==> src/rtl/bspi_host.sv <==
// bspi_host: boot-SPI master that moves one 32-bit BIOS word per frame
// (SPI mode 0, MSB first) between a valid/ready command port and the SoC.
//
// state | meaning
// IDLE  | waiting for a command, cmd_ready high
// LEAD  | chip select low, first frame bit on io_sdi, SCK low one half-period
// SHIFT | SCK toggling, one bit per 2*CLK_DIV clk cycles
// TRAIL | SCK parked low, chip select still low for one half-period
// GAP   | chip select high for CS_GAP cycles before the next frame
module bspi_host #(
  parameter int CLK_DIV    = 4,
  parameter int DUMMY_BITS = 8,
  parameter int CS_GAP     = 4
) (
  input  logic        clk,
  input  logic        rst,
  input  logic        boot_en,
  input  logic        cmd_valid,
  output logic        cmd_ready,
  input  logic        cmd_wr,
  input  logic [3:0]  cmd_wmask,
  input  logic [10:0] cmd_addr,
  input  logic [31:0] cmd_wdata,
  output logic        rsp_valid,
  output logic [31:0] rsp_rdata,
  output logic        busy,
  output logic        io_bcf,
  output logic        io_scs,
  output logic        io_sck,
  output logic        io_sdi,
  input  logic        io_sdo
);

  localparam int DIV_W = $clog2(CLK_DIV);
  localparam int GAP_W = $clog2(CS_GAP + 1);
  localparam logic [DIV_W-1:0] DIV_LOAD  = DIV_W'(CLK_DIV - 1);
  localparam logic [GAP_W-1:0] GAP_LOAD  = GAP_W'(CS_GAP - 1);
  localparam logic [6:0]       WR_BITS   = 7'd56;
  localparam logic [6:0]       RD_BITS   = 7'(56 + DUMMY_BITS);
  localparam logic [6:0]       DATA_BITS = 7'd32;

  typedef enum logic [2:0] {IDLE, LEAD, SHIFT, TRAIL, GAP} state_t;

  state_t             state;
  state_t             next_state;
  logic [DIV_W-1:0]   div_cnt;
  logic [GAP_W-1:0]   gap_cnt;
  logic [6:0]         bit_cnt;
  logic               phase_high;
  logic               is_rd;
  logic [55:0]        shift_reg;
  logic [31:0]        rx_reg;
  logic [55:0]        frame;
  logic               accept;
  logic               div_tc;
  logic               gap_tc;
  logic               last_bit;

  // Reads send zeros after the address; the dummy and data phases then shift
  // out the zero fill, keeping io_sdi low without a separate mux.
  assign frame = {cmd_wr ? {4'b1010, cmd_wmask} : 8'h30,
                  5'b0, cmd_addr,
                  cmd_wr ? cmd_wdata : 32'h0};

  assign cmd_ready = (state == IDLE) && !rst;
  assign accept    = cmd_valid && cmd_ready;
  assign busy      = (state != IDLE);
  assign div_tc    = (div_cnt == '0);
  assign gap_tc    = (gap_cnt == '0);
  assign last_bit  = (bit_cnt == 7'd1);

  assign io_scs = !((state == LEAD) || (state == SHIFT) || (state == TRAIL));
  assign io_sck = (state == SHIFT) && phase_high;
  assign io_sdi = shift_reg[55];

  // State register.
  always_ff @(posedge clk) begin
    if (rst) state <= IDLE;
    else     state <= next_state;
  end

  // Next-state decode; every exit is a down-counter reaching terminal count.
  always_comb begin
    next_state = state;
    case (state)
      IDLE:    if (accept) next_state = LEAD;
      LEAD:    if (div_tc) next_state = SHIFT;
      SHIFT:   if (div_tc && phase_high && last_bit) next_state = TRAIL;
      TRAIL:   if (div_tc) next_state = GAP;
      GAP:     if (gap_tc) next_state = IDLE;
      default: next_state = IDLE;
    endcase
  end

  // Frame datapath: timers, shift registers and read response.
  always_ff @(posedge clk) begin
    if (rst) begin
      div_cnt    <= '0;
      gap_cnt    <= '0;
      bit_cnt    <= '0;
      phase_high <= 1'b0;
      is_rd      <= 1'b0;
      shift_reg  <= '0;
      rx_reg     <= '0;
      rsp_valid  <= 1'b0;
      rsp_rdata  <= '0;
    end else begin
      rsp_valid <= 1'b0;
      case (state)
        IDLE: begin
          if (accept) begin
            shift_reg  <= frame;
            is_rd      <= !cmd_wr;
            bit_cnt    <= cmd_wr ? WR_BITS : RD_BITS;
            div_cnt    <= DIV_LOAD;
            phase_high <= 1'b0;
          end
        end
        LEAD: begin
          div_cnt <= div_tc ? DIV_LOAD : div_cnt - DIV_W'(1);
        end
        SHIFT: begin
          if (div_tc) begin
            div_cnt <= DIV_LOAD;
            if (!phase_high) begin
              // Rising SCK: only the last 32 bits of a read carry data.
              phase_high <= 1'b1;
              if (is_rd && (bit_cnt <= DATA_BITS)) rx_reg <= {rx_reg[30:0], io_sdo};
            end else begin
              // Falling SCK: advance io_sdi to the next bit.
              phase_high <= 1'b0;
              shift_reg  <= {shift_reg[54:0], 1'b0};
              bit_cnt    <= bit_cnt - 7'd1;
              if (last_bit && is_rd) begin
                rsp_valid <= 1'b1;
                rsp_rdata <= rx_reg;
              end
            end
          end else begin
            div_cnt <= div_cnt - DIV_W'(1);
          end
        end
        TRAIL: begin
          if (div_tc) gap_cnt <= GAP_LOAD;
          else        div_cnt <= div_cnt - DIV_W'(1);
        end
        GAP: begin
          if (!gap_tc) gap_cnt <= gap_cnt - GAP_W'(1);
        end
        default: ;
      endcase
    end
  end

  // Boot-control flag follows boot_en one cycle late, independent of frames.
  always_ff @(posedge clk) begin
    if (rst) io_bcf <= 1'b0;
    else     io_bcf <= boot_en;
  end

endmodule
==> config.mk <==
export PLATFORM = sky130hd
export DESIGN_NAME = bspi_host
export DESIGN_NICKNAME = d
export VERILOG_FILES = /design/src/rtl/bspi_host.sv
export SDC_FILE = /design/constraint.sdc
export NUM_CORES = 1
export LEC_CHECK = 0
export BUFFER_PORTS_ARGS = -buffer_cell sky130_fd_sc_hd__buf_2
export CORE_ASPECT_RATIO = 1.1
export CORE_UTILIZATION = 49
export CTS_BUF_LIST = sky130_fd_sc_hd__clkbuf_8 sky130_fd_sc_hd__clkbuf_16
export DETAILED_ROUTE_END_ITERATION = 10
export GPL_ROUTABILITY_DRIVEN = 0
export PLACE_DENSITY = 0.71
export SYNTH_ARGS = -nofsm -noshare
export SYNTH_HDL_FRONTEND = slang
export SYNTH_SLANG_ARGS = --single-unit
==> constraint.sdc <==
create_clock -name clk -period 2.25 [get_ports clk]
set_input_delay 0.5625 -clock clk [delete_from_list [all_inputs] [get_ports clk]]
set_output_delay 0.5625 -clock clk [all_outputs]
set_load 0.005 [all_outputs]
Word level (Yosys, flattened, before mapping)

Index checks and enable logic that the tools add are counted.
W data, S select, Z words.

Eq/ne operators: 14
Muxes and demuxes: 29
Add/subtract/negate cells: 3
Reductions and logical operators: 29
Magnitude comparators: 1
Bitwise operators: 3

Operator list:

| cell                  | count |
|---|---|
| $mux W56              | 3 |
| $pmux W56 S2          | 1 |
| $mux W32              | 1 |
| $mux W7               | 4 |
| $mux W3               | 7 |
| $ne A2 B2 Y1 const B  | 8 |
| $pmux W3 S5           | 1 |
| $pmux W7 S2           | 1 |
| $reduce_and A4 Y1     | 3 |
| $reduce_and A3 Y1     | 3 |
| $mux W8               | 1 |
| $eq A7 B1 Y1 const B  | 1 |
| $le A7 B6 Y1 const B  | 1 |
| $logic_and A1 B1 Y1   | 7 |
| $sub A7 B1 Y7 const B | 1 |
| $eq A3 B2 Y1 const B  | 2 |
| $logic_not A3 Y1      | 2 |
| $mux W2               | 3 |
| $pmux W2 S3           | 1 |
| $pmux W3 S2           | 1 |
| $reduce_bool A3 Y1    | 2 |
| $reduce_and A5 Y1     | 1 |
| $mux W1               | 4 |
| $reduce_bool A2 Y1    | 2 |
| other kinds (13)      | 18 |

Bits of input ports: 53
Word-level logic and storage cells: 90
Bits in registers: 139
Output and inout port bits: 39

Depth between registers and ports, before layout

Depth in word-level cells: 5
Mapped depth: 9

Least setup slack after synthesis

No wires, ideal clock.

Path type: input -> output
From: input rst
To: output cmd_ready
Stages: 4
Arrival time: 1401 ps
Data required time: 1688 ps
Path buffers: 3
Setup slack: 287 ps
Path through: clkbuf_1 > clkbuf_1 > clkbuf_1 > nor2_1

Word-level cells in the longest chain between the ends: 2

RTL lines:

| what                | RTL line | text |
|---|---|---|
| start, declared     | 16       | `input logic rst,` |
| $logic_not A1 Y1    | 65       | `assign cmd_ready = (state == IDLE) && !rst;` |
| $logic_and A1 B1 Y1 | 65       |  |
| end, declared       | 19       | `output logic cmd_ready,` |

No other way between the ends.

Worst setup path after layout

From: register state[1]
To: output cmd_ready

Word-level cells in the longest chain between the ends: 2

RTL lines:

| what                   | RTL line | text |
|---|---|---|
| start, declared        | 44       | `state_t state;` |
| start signal, assigned | 79       | `else state <= next_state;` |
| $logic_not A3 Y1       | 65       |  |
| $logic_and A1 B1 Y1    | 65       |  |

No other way between the ends.

==> metrics.yaml <==
skew_ps: 12.4
hold_path.class: "input port to flip-flop"
setup_slack_ps: 160
maxSlewViolCount: 0
syn_to_final_growth_pct: 23.0
ys_types: 46
layoutNonFillerInstCount: 890
drtIter0Drc: 272
fin_nets: 789
boundaryPins: 92
place_area_mm2: 0.00621
hp-start: "boot_en"
rows: 40
worst_pin_slew_ps: 687
dieWidth_um: 104
p_leak_nw: 2.82
diodes: 0
synth_nets: 712
ys.warnings.count: 0
crit_type: "flip-flop to primary output"
cts-root-buf: "clkbuf_16"
cap_violations: 0
final_area_mm2: 0.00685
r2r_cells: 5
cts_buffers: 17
ant_nets: 0
synthTopCellsByCount: "dfxtp_1, nand2_1, a21oi_1"
synth_flop_cell: "dfxtp_1"
core_area_mm2: 0.0110
final_hold_viol_count: 0
hold-path-endpoint: "io_bcf"
syn_avg_cell_area_um2: 8.53
portBuffers: 91
holdBufCountCts: 0
cellPowerDensity_mw_per_mm2: 922
setup.worst_path.start_class: "flip-flop"
fmax_mhz: 479
track_usage_pct: 21.1
relSlewSlack_pct: 54.2
p_total_mw: 6.32
r2r_start: "state[0]"
vias: 4766
synthCells: 653
cts_tree: "done"
vdd_drop_max_mv: 0.485
avgRoutedWirePerCell_um: 13.4
worst_r2r_endpoint: "rsp_rdata[31]"
ys_async_sr_fraction_pct: 0
synth_edf_count: 0
syn-cell-area_mm2: 0.00557
antenna_found_initial: 0
yosysMostFrequentCell: "dfxtp_1"
cp_data_arrival_time_ps: 1530
grt_max_degree: 73
regToRegSetupSlack_ps: 270
synth.ff_latch_count: 139
grt_pass1_wl_mm: 20.2
grt-ovfl-total: 0
yosysSeqAreaShare_pct: 49.9
cts_setup_buffers: 0
final_util_pct: 62.2
synth_top_area_cell: "dfxtp_1"
htree_levels: 4
outcome: "finished clean"
cp_max_fo: 15
min_delay_path_depth: 2
largest_register_ffs: 56
cts.reportedPaths.clkPinSlew_ps: 70
holdWs_ps: 365
totalWireLength_mm: 11.9
end_kind: "primary output"
initial_core_util_pct: 50.6
cts.sinks: 139
cts_buffer_depth: 2
drive_gt1_share_pct: 19.8
synth.top_cell.area_share_pct: 49.9
post-place-cells: 858
viasPerCell: 5.36
grt_pass1_vias: 4511
worstPathRequired_ps: 1690
die_area_mm2: 0.0118
die_height_um: 114
setup-tns-final_ps: 0
setup_viol: 0
drc: 0
dr.pass1.iters: 4
finalCritPeriodShare_pct: 92.9
rsz0062_at_grt: "false"
ctsResizeCount: 0
min_period_ps: 2090
post-place-ws_ps: 277
insertion_delay_ps: 420
hpwlAfterDp_mm: 7.52
synthTopCellsByArea: "dfxtp_1, nand2_1, mux2i_1"
-- final cells by class --
cell class	instances	area (µm²)
fillers	927	4160
flip-flops and latches	139	2780
multi-input cells	457	2590
repair buffers	106	618
clock buffers	17	425
clock inverters	15	218
well taps	147	184
inverters	9	33.8
-- kinds of logic (layout without fill, tap and decap cells) --
kind of cell               after synthesis  after routing  synth area share [%]
AOI/OAI and AO/OA                      158            158                  15.7
xor gates and xnor gates                 2              2                 0.314
adders and majority gates                6              6                  1.35
buffers and inverters                   57            147                  4.27
DFF                                    139            139                  49.9
muxes                                   43             43                  7.73
and+or+nand+nor                        248            248                  20.8
-- layer usage --
layer	routed length [µm]	vias up	global-route usage [%]
met5	0	-	0
li1	-	2398	-
met4	189	0	9.24
met3	480	17	4.80
met1	5300	2221	24.7
met2	5930	130	37.3
-- worst max-delay path by stage --
| stage | start | end | depth (start not counted) |
|---|---|---|---|
| 3_3_place_gp | state[0] | rsp_rdata[19] | 5 |
| 3_5_place_dp | state[0] | rsp_rdata[31] | 5 |
| 6_report | state[1] | cmd_ready | 4 |
| 4_1_cts | state[2] | cmd_ready | 4 |
| 2_1_floorplan | rst | cmd_ready | 4 |
| 5_1_grt | state[2] | cmd_ready | 4 |
-- cell usage in the layout (no fill, tap or decap), types with 13 or more instances in the layout --
master       n
clkbuf_16   17
a21oi_1     76
buf_2       91
nor2_1      54
o21ai_1     13
nand2_1    118
and3_1      40
dfxtp_1    139
mux2i_1     43
o21ai_0     43
-- power by group --
part           switching [mW]  internal (mW)
sequential             0.0758           2.58
combinational           0.409          0.273
clock                    1.18           1.81
-- worst max-delay path, stage by stage, from the launching register on --
cell and delay, ps:
dfxtp_1 320, buf_4 190, or3_1 370, nor2_1 90
buf_2 150
Note: power is estimated with default switching activity, not from simulation.
